==> config.mk <==
export PLATFORM = sky130hd
export DESIGN_NAME = encrypt_engine_flat
export DESIGN_NICKNAME = d
export VERILOG_FILES = /design/src/rtl/encrypt_pkg.sv /design/src/rtl/encrypt_engine_if.sv /design/src/rtl/encrypt_engine_lfsr_keygen.sv /design/src/rtl/encrypt_engine.sv /design/src/flat_wrapper.sv
export SDC_FILE = /design/constraint.sdc
export NUM_CORES = 1
export LEC_CHECK = 0
export ABC_CLOCK_PERIOD_IN_PS = 7000
export CELL_PAD_IN_SITES_DETAIL_PLACEMENT = 0
export CELL_PAD_IN_SITES_GLOBAL_PLACEMENT = 1
export CORE_MARGIN = 2
export CORE_UTILIZATION = 45
export CTS_CLUSTER_SIZE = 24
export DETAILED_ROUTE_END_ITERATION = 7
export PLACE_DENSITY_LB_ADDON = 0.15
export SYNTH_ARGS = -nofsm -noshare
export SYNTH_HDL_FRONTEND = slang
export SYNTH_SLANG_ARGS = --single-unit
==> constraint.sdc <==
create_clock -name Clk -period 7 [get_ports Clk]
set_input_delay 1.4 -clock Clk [delete_from_list [all_inputs] [get_ports Clk]]
set_output_delay 1.4 -clock Clk [all_outputs]
set_load 0.005 [all_outputs]
==> src/rtl/encrypt_pkg.sv <==
// Shared encrypter/decrypter definitions: mode encoding, default widths,
// LFSR defaults and output-frame field offsets.
package encrypt_pkg;

  localparam int unsigned DATA_W_DEF   = 60;
  localparam int unsigned RAND_A_W_DEF = 6;
  localparam int unsigned RAND_B_W_DEF = 11;
  localparam int unsigned LFSR_W_DEF   = RAND_A_W_DEF + RAND_B_W_DEF;
  localparam int unsigned OUT_W_DEF    = DATA_W_DEF + LFSR_W_DEF + 1;

  localparam logic [LFSR_W_DEF-1:0] LFSR_TAPS_DEF = 17'h12000;
  localparam logic [LFSR_W_DEF-1:0] SEED_DEF      = 17'h00001;

  typedef enum logic [1:0] {
    MODE_XOR     = 2'd0,
    MODE_ROT     = 2'd1,
    MODE_XOR_ROT = 2'd2,
    MODE_ADD     = 2'd3
  } mode_e;

  // Frame layout, LSB first: parity, rand_a, rand_b, cipher
  localparam int unsigned PARITY_LSB = 0;
  localparam int unsigned RAND_A_LSB = 1;
  localparam int unsigned RAND_B_LSB = RAND_A_LSB + RAND_A_W_DEF;
  localparam int unsigned CIPHER_LSB = RAND_B_LSB + RAND_B_W_DEF;

  typedef struct packed {
    logic [DATA_W_DEF-1:0]   cipher;
    logic [RAND_B_W_DEF-1:0] rand_b;
    logic [RAND_A_W_DEF-1:0] rand_a;
    logic                    parity;
  } frame_t;

endpackage

==> src/rtl/encrypt_engine_if.sv <==
// Plaintext-in / frame-out handshake bus plus reseed request.
interface encrypt_engine_if
  import encrypt_pkg::*;
#(
  parameter int unsigned DATA_W = DATA_W_DEF,
  parameter int unsigned LFSR_W = LFSR_W_DEF,
  parameter int unsigned OUT_W  = DATA_W + LFSR_W + 1
);

  logic              in_valid;
  logic              in_ready;
  logic [DATA_W-1:0] in_data;
  logic              mode_auto;
  logic [1:0]        mode_sel;
  logic              reseed_valid;
  logic [LFSR_W-1:0] reseed_value;
  logic              out_valid;
  logic              out_ready;
  logic [OUT_W-1:0]  out_frame;

  modport master (
    output in_valid, in_data, mode_auto, mode_sel, reseed_valid, reseed_value, out_ready,
    input  in_ready, out_valid, out_frame
  );

  modport slave (
    input  in_valid, in_data, mode_auto, mode_sel, reseed_valid, reseed_value, out_ready,
    output in_ready, out_valid, out_frame
  );

endinterface

==> src/rtl/encrypt_engine_lfsr_keygen.sv <==
// Fibonacci key LFSR: advances once per accepted word, reseed wins over advance,
// a zero seed is replaced by 1 so the register never locks up.
module lfsr_keygen
  import encrypt_pkg::*;
#(
  parameter int unsigned       LFSR_W    = LFSR_W_DEF,
  parameter logic [LFSR_W-1:0] LFSR_TAPS = LFSR_W'(LFSR_TAPS_DEF),
  parameter logic [LFSR_W-1:0] SEED      = LFSR_W'(SEED_DEF)
) (
  input  logic              Clk,
  input  logic              Rst,
  input  logic              advance,
  input  logic              reseed_valid,
  input  logic [LFSR_W-1:0] reseed_value,
  output logic [LFSR_W-1:0] lfsr
);

  localparam logic [LFSR_W-1:0] SEED_SAFE = (SEED == '0) ? LFSR_W'(1) : SEED;

  logic [LFSR_W-1:0] reseed_safe_c;
  logic              feedback_c;

  assign reseed_safe_c = (reseed_value == '0) ? LFSR_W'(1) : reseed_value;
  assign feedback_c    = ^(lfsr & LFSR_TAPS);

  always_ff @(posedge Clk) begin
    if (Rst) begin
      lfsr <= SEED_SAFE;
    end else if (reseed_valid) begin
      lfsr <= reseed_safe_c;
    end else if (advance) begin
      lfsr <= {lfsr[LFSR_W-2:0], feedback_c};
    end
  end

endmodule

==> src/rtl/encrypt_engine.sv <==
// Two-stage keyed encrypter: S1 captures data/key/mode, S2 registers the
// {cipher, rand_b, rand_a, parity} frame under valid/ready back-pressure.
module encrypt_engine
  import encrypt_pkg::*;
#(
  parameter int unsigned       DATA_W    = DATA_W_DEF,
  parameter int unsigned       RAND_A_W  = RAND_A_W_DEF,
  parameter int unsigned       RAND_B_W  = RAND_B_W_DEF,
  parameter int unsigned       LFSR_W    = RAND_A_W + RAND_B_W,
  parameter logic [LFSR_W-1:0] LFSR_TAPS = LFSR_W'(LFSR_TAPS_DEF),
  parameter logic [LFSR_W-1:0] SEED      = LFSR_W'(SEED_DEF),
  parameter int unsigned       OUT_W     = DATA_W + LFSR_W + 1
) (
  input logic              Clk,
  input logic              Rst,
  encrypt_engine_if.slave  bus
);

  if (DATA_W <= LFSR_W) begin : g_chk_data_w
    $error("encrypt_engine: DATA_W must exceed LFSR_W");
  end
  if ((64'd1 << RAND_A_W) >= 64'(2 * DATA_W)) begin : g_chk_rot_w
    $error("encrypt_engine: rotate key too wide for single conditional subtract");
  end
  if (RAND_B_W < 2) begin : g_chk_rand_b_w
    $error("encrypt_engine: RAND_B_W must be at least 2");
  end

  logic [LFSR_W-1:0]   lfsr;
  logic [RAND_B_W-1:0] rand_b_c;
  logic [LFSR_W-1:0]   key_c;
  logic                s2_en_c;
  logic                in_ready_c;
  logic                accept_c;

  logic                s1_valid;
  logic [DATA_W-1:0]   s1_data;
  logic [LFSR_W-1:0]   s1_key;
  mode_e               s1_mode;

  logic [DATA_W-1:0]   k_rep_c;
  logic [31:0]         rot_amt_c;
  logic [DATA_W-1:0]   xored_c;
  logic [DATA_W-1:0]   rot_src_c;
  logic [2*DATA_W-1:0] rot_wide_c;
  logic [DATA_W-1:0]   cipher_c;
  logic [OUT_W-1:0]    frame_c;

  // S1 may load whenever it is empty or S2 is about to hand its frame off
  assign s2_en_c      = !bus.out_valid || bus.out_ready;
  assign in_ready_c   = !Rst && (!s1_valid || s2_en_c);
  assign accept_c     = bus.in_valid && in_ready_c;
  assign bus.in_ready = in_ready_c;

  lfsr_keygen #(
    .LFSR_W    (LFSR_W),
    .LFSR_TAPS (LFSR_TAPS),
    .SEED      (SEED)
  ) u_keygen (
    .Clk          (Clk),
    .Rst          (Rst),
    .advance      (accept_c),
    .reseed_valid (bus.reseed_valid),
    .reseed_value (bus.reseed_value),
    .lfsr         (lfsr)
  );

  // Manual mode overrides the two mode bits inside rand_b
  always_comb begin
    rand_b_c = lfsr[LFSR_W-1:RAND_A_W];
    if (!bus.mode_auto) begin
      rand_b_c[1:0] = bus.mode_sel;
    end
    key_c = {rand_b_c, lfsr[RAND_A_W-1:0]};
  end

  always_ff @(posedge Clk) begin
    if (Rst) begin
      s1_valid <= 1'b0;
    end else if (in_ready_c) begin
      s1_valid <= bus.in_valid;
    end
  end

  always_ff @(posedge Clk) begin
    if (accept_c) begin
      s1_data <= bus.in_data;
      s1_key  <= key_c;
      s1_mode <= mode_e'(key_c[RAND_A_W +: 2]);
    end
  end

  // Key replicated from bit 0 upward and truncated to the data width
  for (genvar gi = 0; gi < DATA_W; gi++) begin : g_rep
    assign k_rep_c[gi] = s1_key[gi % LFSR_W];
  end

  always_comb begin
    rot_amt_c = 32'(s1_key[RAND_A_W-1:0]);
    if (rot_amt_c >= DATA_W) begin
      rot_amt_c = rot_amt_c - DATA_W;
    end
    xored_c    = s1_data ^ k_rep_c;
    rot_src_c  = (s1_mode == MODE_ROT) ? s1_data : xored_c;
    rot_wide_c = {rot_src_c, rot_src_c} << rot_amt_c;
    cipher_c   = xored_c;
    case (s1_mode)
      MODE_XOR:     cipher_c = xored_c;
      MODE_ROT,
      MODE_XOR_ROT: cipher_c = rot_wide_c[2*DATA_W-1 -: DATA_W];
      MODE_ADD:     cipher_c = s1_data + k_rep_c;
      default:      cipher_c = xored_c;
    endcase
    frame_c = {cipher_c, s1_key, ^{cipher_c, s1_key}};
  end

  always_ff @(posedge Clk) begin
    if (Rst) begin
      bus.out_valid <= 1'b0;
      bus.out_frame <= '0;
    end else if (s2_en_c) begin
      bus.out_valid <= s1_valid;
      if (s1_valid) begin
        bus.out_frame <= frame_c;
      end
    end
  end

endmodule

==> src/flat_wrapper.sv <==
// flat-port wrapper written by rule: the top's interface ports become plain ports
module encrypt_engine_flat import encrypt_pkg::*;
#(
  parameter int unsigned       DATA_W    = DATA_W_DEF,
  parameter int unsigned       RAND_A_W  = RAND_A_W_DEF,
  parameter int unsigned       RAND_B_W  = RAND_B_W_DEF,
  parameter int unsigned       LFSR_W    = RAND_A_W + RAND_B_W,
  parameter logic [LFSR_W-1:0] LFSR_TAPS = LFSR_W'(LFSR_TAPS_DEF),
  parameter logic [LFSR_W-1:0] SEED      = LFSR_W'(SEED_DEF),
  parameter int unsigned       OUT_W     = DATA_W + LFSR_W + 1
)
  (Clk, Rst, bus_in_valid, bus_in_data, bus_mode_auto, bus_mode_sel, bus_reseed_valid, bus_reseed_value, bus_out_ready, bus_in_ready, bus_out_valid, bus_out_frame);
  encrypt_engine_if #(.DATA_W(DATA_W), .LFSR_W(LFSR_W), .OUT_W(OUT_W)) bus_i ();
  input logic Clk;
  input logic Rst;
  input wire logic [$bits(bus_i.in_valid)-1:0] bus_in_valid;
  input wire logic [$bits(bus_i.in_data)-1:0] bus_in_data;
  input wire logic [$bits(bus_i.mode_auto)-1:0] bus_mode_auto;
  input wire logic [$bits(bus_i.mode_sel)-1:0] bus_mode_sel;
  input wire logic [$bits(bus_i.reseed_valid)-1:0] bus_reseed_valid;
  input wire logic [$bits(bus_i.reseed_value)-1:0] bus_reseed_value;
  input wire logic [$bits(bus_i.out_ready)-1:0] bus_out_ready;
  output wire logic [$bits(bus_i.in_ready)-1:0] bus_in_ready;
  output wire logic [$bits(bus_i.out_valid)-1:0] bus_out_valid;
  output wire logic [$bits(bus_i.out_frame)-1:0] bus_out_frame;
  assign bus_i.in_valid = bus_in_valid;
  assign bus_i.in_data = bus_in_data;
  assign bus_i.mode_auto = bus_mode_auto;
  assign bus_i.mode_sel = bus_mode_sel;
  assign bus_i.reseed_valid = bus_reseed_valid;
  assign bus_i.reseed_value = bus_reseed_value;
  assign bus_i.out_ready = bus_out_ready;
  assign bus_in_ready = bus_i.in_ready;
  assign bus_out_valid = bus_i.out_valid;
  assign bus_out_frame = bus_i.out_frame;
  encrypt_engine #(.DATA_W(DATA_W), .RAND_A_W(RAND_A_W), .RAND_B_W(RAND_B_W), .LFSR_W(LFSR_W), .LFSR_TAPS(LFSR_TAPS), .SEED(SEED), .OUT_W(OUT_W)) u_core (.Clk(Clk), .Rst(Rst), .bus(bus_i));
endmodule
After elaboration in Yosys (flattened, before gate mapping)
Index checks and enable logic that the tools add are counted.

Reductions and logical operators: 14. Bitwise logic cells: 1. Order comparisons: 1. $add $sub $neg: 2. Eq/ne operators: 3. Shifts and indexed selects: 1. Mux-type cells: 7.

Operators by type and width (count): case mux 60 bit (3 select lines) (1); left shift 120 x 32 -> 120 bit (1); XOR reduction 77 bit (1); adder 60 bit (1); 2-to-1 mux 60 bit (1); XOR 60 bit (1); 2-to-1 mux 17 bit (3); 2-to-1 mux 32 bit (1); logical NOT 17 bit (1); XOR reduction 17 bit (1); subtractor 6 x 6 -> 7 bit, second input constant (1); >= comparator 6 bit, second input constant (1); equality test 2 bit, second input constant (2); logical NOT 1 bit (3); equality test 2 x 1 -> 1 bit, second input constant (1); logical AND 1 bit (2); logical NOT 2 bit (1); logical OR 1 bit (2); 2-to-1 mux 2 bit (1); AND reduction 2 bit (1); nonzero test 2 bit (1); OR reduction 2 bit (1).

Output and inout port bits: 80. Bits in registers: 176. Logic and storage cells: 36.

Logic depth before layout (Yosys ltp)
Gate-level depths: netlist of the first run.

Word-level depth: 7. Gate-level depth with buffers: 26. Depth with buffers taken out: 20.

Modules after synthesis
Synthesis of the first run repeated with hierarchy kept, for this count alone.

Cell total of the unflattened synthesis: 1856. Area total of the unflattened synthesis: 16574.6 sq um.

By module, submodules not included: encrypt_engine (cells each 1774, times used 1, area an instance 15685.0 sq um); lfsr_keygen (cells each 82, times used 1, area an instance 889.6 sq um).

Least setup slack after synthesis of the first run
OpenSTA, ideal clock, no wires.

Path type: reg2reg. Start: register u_core.s1_key[1]. End: register u_core.bus.out_frame[0]. Slack: 1.121 ns. Arrival: 5.748 ns. Library setup time: 0.131 ns. Period minus slack after synthesis: 5.879 ns. Cell stages (with the launch flop): 25. Data required time: 6.869 ns. Path through: edfxtp_1 > clkbuf_1 > inv_2 > buf_1 > clkbuf_1 > ha_1 > nand3_4 > nand2_2 > mux2i_2 > nand2_1 > buf_4 > a2bb2oi_1 > mux4_2 > o2bb2a_1 > o211ai_2 > xor2_1 > xnor3_1 > xnor3_1 > xnor2_1 > xnor2_1 > xnor2_1 > xnor3_1 > xnor3_1 > nand2_1 > a21oi_2.

Word-level cells in the longest chain between the ends: 5. Elaborated cells between the ends (all ways): 9. Classes of those cells: 2 x add/sub; 1 x order compare; 1 x shift; 3 x mux; 1 x bitwise; 1 x reduce/logical.

Ends and longest elaborated chain: start, declared (line encrypt_engine.sv:38) `logic [LFSR_W-1:0] s1_key;`; start signal, assigned (line encrypt_engine.sv:88) `s1_key <= key_c;`; subtractor 6 x 6 -> 7 bit, or another cell as far along (line encrypt_engine.sv:101) `rot_amt_c = rot_amt_c - DATA_W;`; 2-to-1 mux 32 bit or 2-to-1 mux 60 bit (tied branches) (line encrypt_engine.sv:100, encrypt_engine.sv:104); left shift 120 x 32 -> 120 bit (line encrypt_engine.sv:105) `rot_wide_c = {rot_src_c, rot_src_c} << rot_amt_c;`; case mux 60 bit (3 select lines) (line encrypt_engine.sv:107) `case (s1_mode)`; XOR reduction 77 bit (*) (line encrypt_engine.sv:114) `frame_c = {cipher_c, s1_key, ^{cipher_c, s1_key}};`; end signal, assigned (line encrypt_engine.sv:124) `bus.out_frame <= frame_c;`; end, declared (line encrypt_engine_if.sv:28) `output in_ready, out_valid, out_frame`.

Every way passes the cells marked *; elsewhere a longest branch is shown, timed or not. A chain may end at the register's enable or synchronous reset.

Worst setup path in the final report of the first run
Start: register u_core.s1_key[0]. End: register u_core.bus.out_frame[0].

Same word-level chain as after synthesis.

==> results.sh, run 1 <==
export IMPL_min_period_ns=6.61
export IMPL_setup_violations=0
export IMPL_fin_util_pct=53.6
export IMPL_grt_pass1_vias=15600
export IMPL_core_mm2=0.0357
export IMPL_vias=17000
export IMPL_final_cells=2458
export IMPL_dp_cells=2426
export IMPL_viasPerCell=6.92
export IMPL_synth_edf_count=77
export IMPL_die_w_um=195
export IMPL_grt_pass1_wl_um=107000
export IMPL_fmax_ghz=0.151
export IMPL_multiInputGateArea_mm2=0.0113
export IMPL_endpoint="u_core.bus.out_frame[0]"
export IMPL_clockRootBuffer="clkbuf_16"
export IMPL_area_growth_pct=16.7
export IMPL_drv_slew=0
export IMPL_outcome="finished with violations"
export IMPL_tns_ns=0
export IMPL_cts_tree="done"
export IMPL_worstSetupStartpointType="flip-flop"
export IMPL_worst_path_buf_inv=1
export IMPL_relSlewSlack_pct=21.1
export IMPL_hp_class="flip-flop to flip-flop"
export IMPL_cp_depth=21
export IMPL_finalClockSkew_ns=0.0196
export IMPL_vdd_ir_drop_max_v=0.000212
export IMPL_cts_hold_buffers=0
export IMPL_gr_total_overflow=0
export IMPL_leakage_nw=7.22
export IMPL_synth_top_cell_by_area="edfxtp_1"
export IMPL_synth_main_ff_cell="dfxtp_1"
export IMPL_syn_avg_cell_area_um2=8.76
export IMPL_rrSetupSlack_ns=0.39
export IMPL_diodes=0
export IMPL_insertion_delay_ns=0.47
export IMPL_synth_top_area_share_pct=14.1
export IMPL_criticalPathCategory="flip-flop to flip-flop"
export IMPL_syn_nets=2025
export IMPL_crit_fanout=9
export IMPL_power_density_mw_per_mm2=222
export IMPL_worstSetupStartpoint="u_core.s1_key[0]"
export IMPL_drc=4
export IMPL_cp_slowest_cell="a21oi_1"
export IMPL_clockBufferDepth=2
export IMPL_slowest_delay_ns=0.59
export IMPL_synth_async_reset_ratio_pct=0
export IMPL_wirelength_um=74000
export IMPL_synthesis_area_mm2=0.0164
export IMPL_fin_nets=2135
export IMPL_dp_hpwl_um=58900
export IMPL_antenna_left=0
export IMPL_drt_iter0_markers=2638
export IMPL_fp_row_count=69
export IMPL_violations="DRC"
export IMPL_die_height_um=195
export IMPL_layout_setup_ws_ns=0.393
export IMPL_hold_viol=0
export IMPL_globalRouteTotalUtil_pct=38.4
export IMPL_reg2reg_from="u_core.s1_key[0]"
export IMPL_postSynthCellCount=1874
export IMPL_cts_resized=0
export IMPL_initial_core_util_pct=45.9
export IMPL_yosys_warnings=0
export IMPL_crit_chain="buf_4, ha_1, fa_1, a21o_1, a221oi_2, o21ai_1, a21oi_1, o31ai_2, a21oi_1, o21a_1, o21ai_1, a211o_1, a21oi_1, o32ai_1, a21oi_1, xnor3_1, xnor3_1, xnor3_1, xnor3_1, nand2_1, a21oi_2"
export IMPL_htreeDepth=4
export IMPL_cts_setup_buffers=0
export IMPL_tritoncts_num_buffers=17
export IMPL_pre_cts_ws_ns=0.326
export IMPL_finalCritPeriodShare_pct=94.4
export IMPL_antenna_found_initial=0
export IMPL_drive_above_1_share_pct=15.4
export IMPL_endpoint_kind="flip-flop"
export IMPL_synth_most_common_cell="nand2_1"
export IMPL_fill_cells=3430
export IMPL_ys_ff_latch=174
export IMPL_grt_start_max_net_pins=94
export IMPL_yosysSeqAreaShare_pct=25.9
export IMPL_routedWlPerCell_um=30.1
export IMPL_reg2reg_to="u_core.bus.out_frame[0]"
export IMPL_dr_pass1_iters=8
export IMPL_synth_common_cells="nand2_1, a21oi_1, nor2_1"
export IMPL_maxCapViolations=0
export IMPL_cp_required_ns=7.31
export IMPL_crit_arrival_ns=6.92
export IMPL_synthTopCellsByArea="edfxtp_1, dfxtp_1, mux4_2, a21oi_1, ha_1"
export IMPL_crit_family="compound AO/OA/AOI/OAI gates"
export IMPL_rsz0062_at_grt="false"
export IMPL_num_io_pins=165
export IMPL_whs_ns=0.456
export IMPL_clock_sinks=174
export IMPL_portBuffers=164
export IMPL_worstMarginPinSlew_ns=1.17
export IMPL_synth_cell_types=99
export IMPL_seq_area_mm2=0.00425
export IMPL_place_congestion=1.03
export IMPL_rr_worst_depth=21
export IMPL_die_area_mm2=0.0380
export IMPL_clk_pin_slew_ns=0.07
per-layer routing:
metal | global-route usage [%] | part of all wire [%] | vias to the layer above
met4 | 19.0 | 5.8 | 0
met3 | 9.79 | 12 | 217
li1 | - | - | 7400
met2 | 56.6 | 42 | 1186
met5 | 0 | 0 | -
met1 | 52.2 | 40 | 8214
flip-flops by register name, summed over array words and instances (netlist names):
name / count
u_core.s1_key: 16
u_core.u_keygen.lfsr: 17
u_core.s1_data: 60
u_core.s1_valid: 1
u_core.bus.out_frame: 78
u_core.bus.out_valid: 1
u_core.s1_mode: 1
cells by family (layout without fill, tap and decap cells):
logic type / count (synthesis) / after routing / synth area share [%]
adder cells (fa/ha/maj): 66 / 66 / 5.08
flip-flops: 174 / 174 / 25.9
multiplexers: 185 / 185 / 16.5
AO/OA/AOI/OAI: 671 / 671 / 28.6
XOR/XNOR: 67 / 67 / 4.46
buffers and inverters: 194 / 317 / 5.59
AND/OR/NAND/NOR: 517 / 517 / 13.8
report_power, final:
group	total [W]	leakage (nW)	internal, W	switching (W)
clock network	0.000976	0.285	0.000505	0.000471
logic	0.00210	5.42	0.000974	0.00113
registers	0.00118	1.52	0.00112	0.0000527
cells in the final DEF, fill, tap and decap left out, types with 11 or more instances in the layout:
cell / n
nand2_1: 200
a21oi_1: 179
nor2_1: 170
clkdlybuf4s50_1: 163
dfxtp_1: 97
buf_4: 92
a211oi_1: 83
o21ai_0: 79
edfxtp_1: 77
ha_1: 63
mux2i_1: 60
mux4_2: 59
mux2_2: 57
a21o_1: 53
a22oi_1: 49
xnor2_1: 44
nor3_1: 41
inv_1: 26
nand3_1: 21
o21bai_1: 19
o211ai_1: 17
clkbuf_16: 17
nand4_1: 16
o22ai_1: 16
a31oi_1: 14
and3_1: 12
xor2_1: 12
o21a_1: 11
a2bb2oi_1: 11
worst reg2reg max path, stage by stage (launching register included):
cell and delay, ns:
edfxtp_1 0.46, buf_4 0.23, ha_1 0.25, fa_1 0.42, a21o_1 0.20, a221oi_2 0.41
o21ai_1 0.18, a21oi_1 0.36, o31ai_2 0.19, a21oi_1 0.47, o21a_1 0.26, o21ai_1 0.12
a211o_1 0.33, a21oi_1 0.22, o32ai_1 0.11, a21oi_1 0.59, xnor3_1 0.53, xnor3_1 0.29
xnor3_1 0.35, xnor3_1 0.33, nand2_1 0.09, a21oi_2 0.06
per-stage QoR:
step           power [W]  cell area, um2
3_3_place_gp     0.00324           18600
5_1_grt          0.00440           19200
4_1_cts          0.00421           19100
3_5_place_dp     0.00324           18600
2_1_floorplan    0.00258           16400
6_report         0.00426           19200
final cells by class:
type / count / area share [%]
well taps: 461 / 3.01
clock inverters: 14 / 0.791
multi-input cells: 1506 / 58.9
repair buffers: 256 / 12.2
flip-flops and latches: 174 / 22.2
inverters: 29 / 0.575
clock buffers: 18 / 2.24
worst min-delay path by stage:
stage / startpoint / end / slack (ns) / cells after the start
2_1_floorplan: u_core.u_keygen.lfsr[10] / u_core.s1_key[10] / 0.43 / 0
3_3_place_gp: u_core.u_keygen.lfsr[8] / u_core.s1_key[8] / 0.44 / 0
3_5_place_dp: u_core.u_keygen.lfsr[10] / u_core.s1_key[10] / 0.44 / 0
4_1_cts: u_core.bus.out_frame[2] / u_core.bus.out_frame[2] / 0.46 / 2
5_1_grt: u_core.u_keygen.lfsr[8] / u_core.s1_key[8] / 0.47 / 0
6_report: u_core.bus.out_frame[2] / u_core.bus.out_frame[2] / 0.46 / 2
Note: power is estimated with default switching activity, not from simulation.
==> inputs of run 2 (changes only) <==
--- a/config.mk
+++ b/config.mk
@@ -10,7 +10,7 @@
 export CELL_PAD_IN_SITES_GLOBAL_PLACEMENT = 1
 export CORE_MARGIN = 2
 export CORE_UTILIZATION = 45
-export CTS_CLUSTER_SIZE = 24
+export CTS_CLUSTER_SIZE = 20
 export DETAILED_ROUTE_END_ITERATION = 7
 export PLACE_DENSITY_LB_ADDON = 0.15
 export SYNTH_ARGS = -nofsm -noshare
==> results of run 2 <==
Final layout, timing and power as in run 1 (identical DEF).
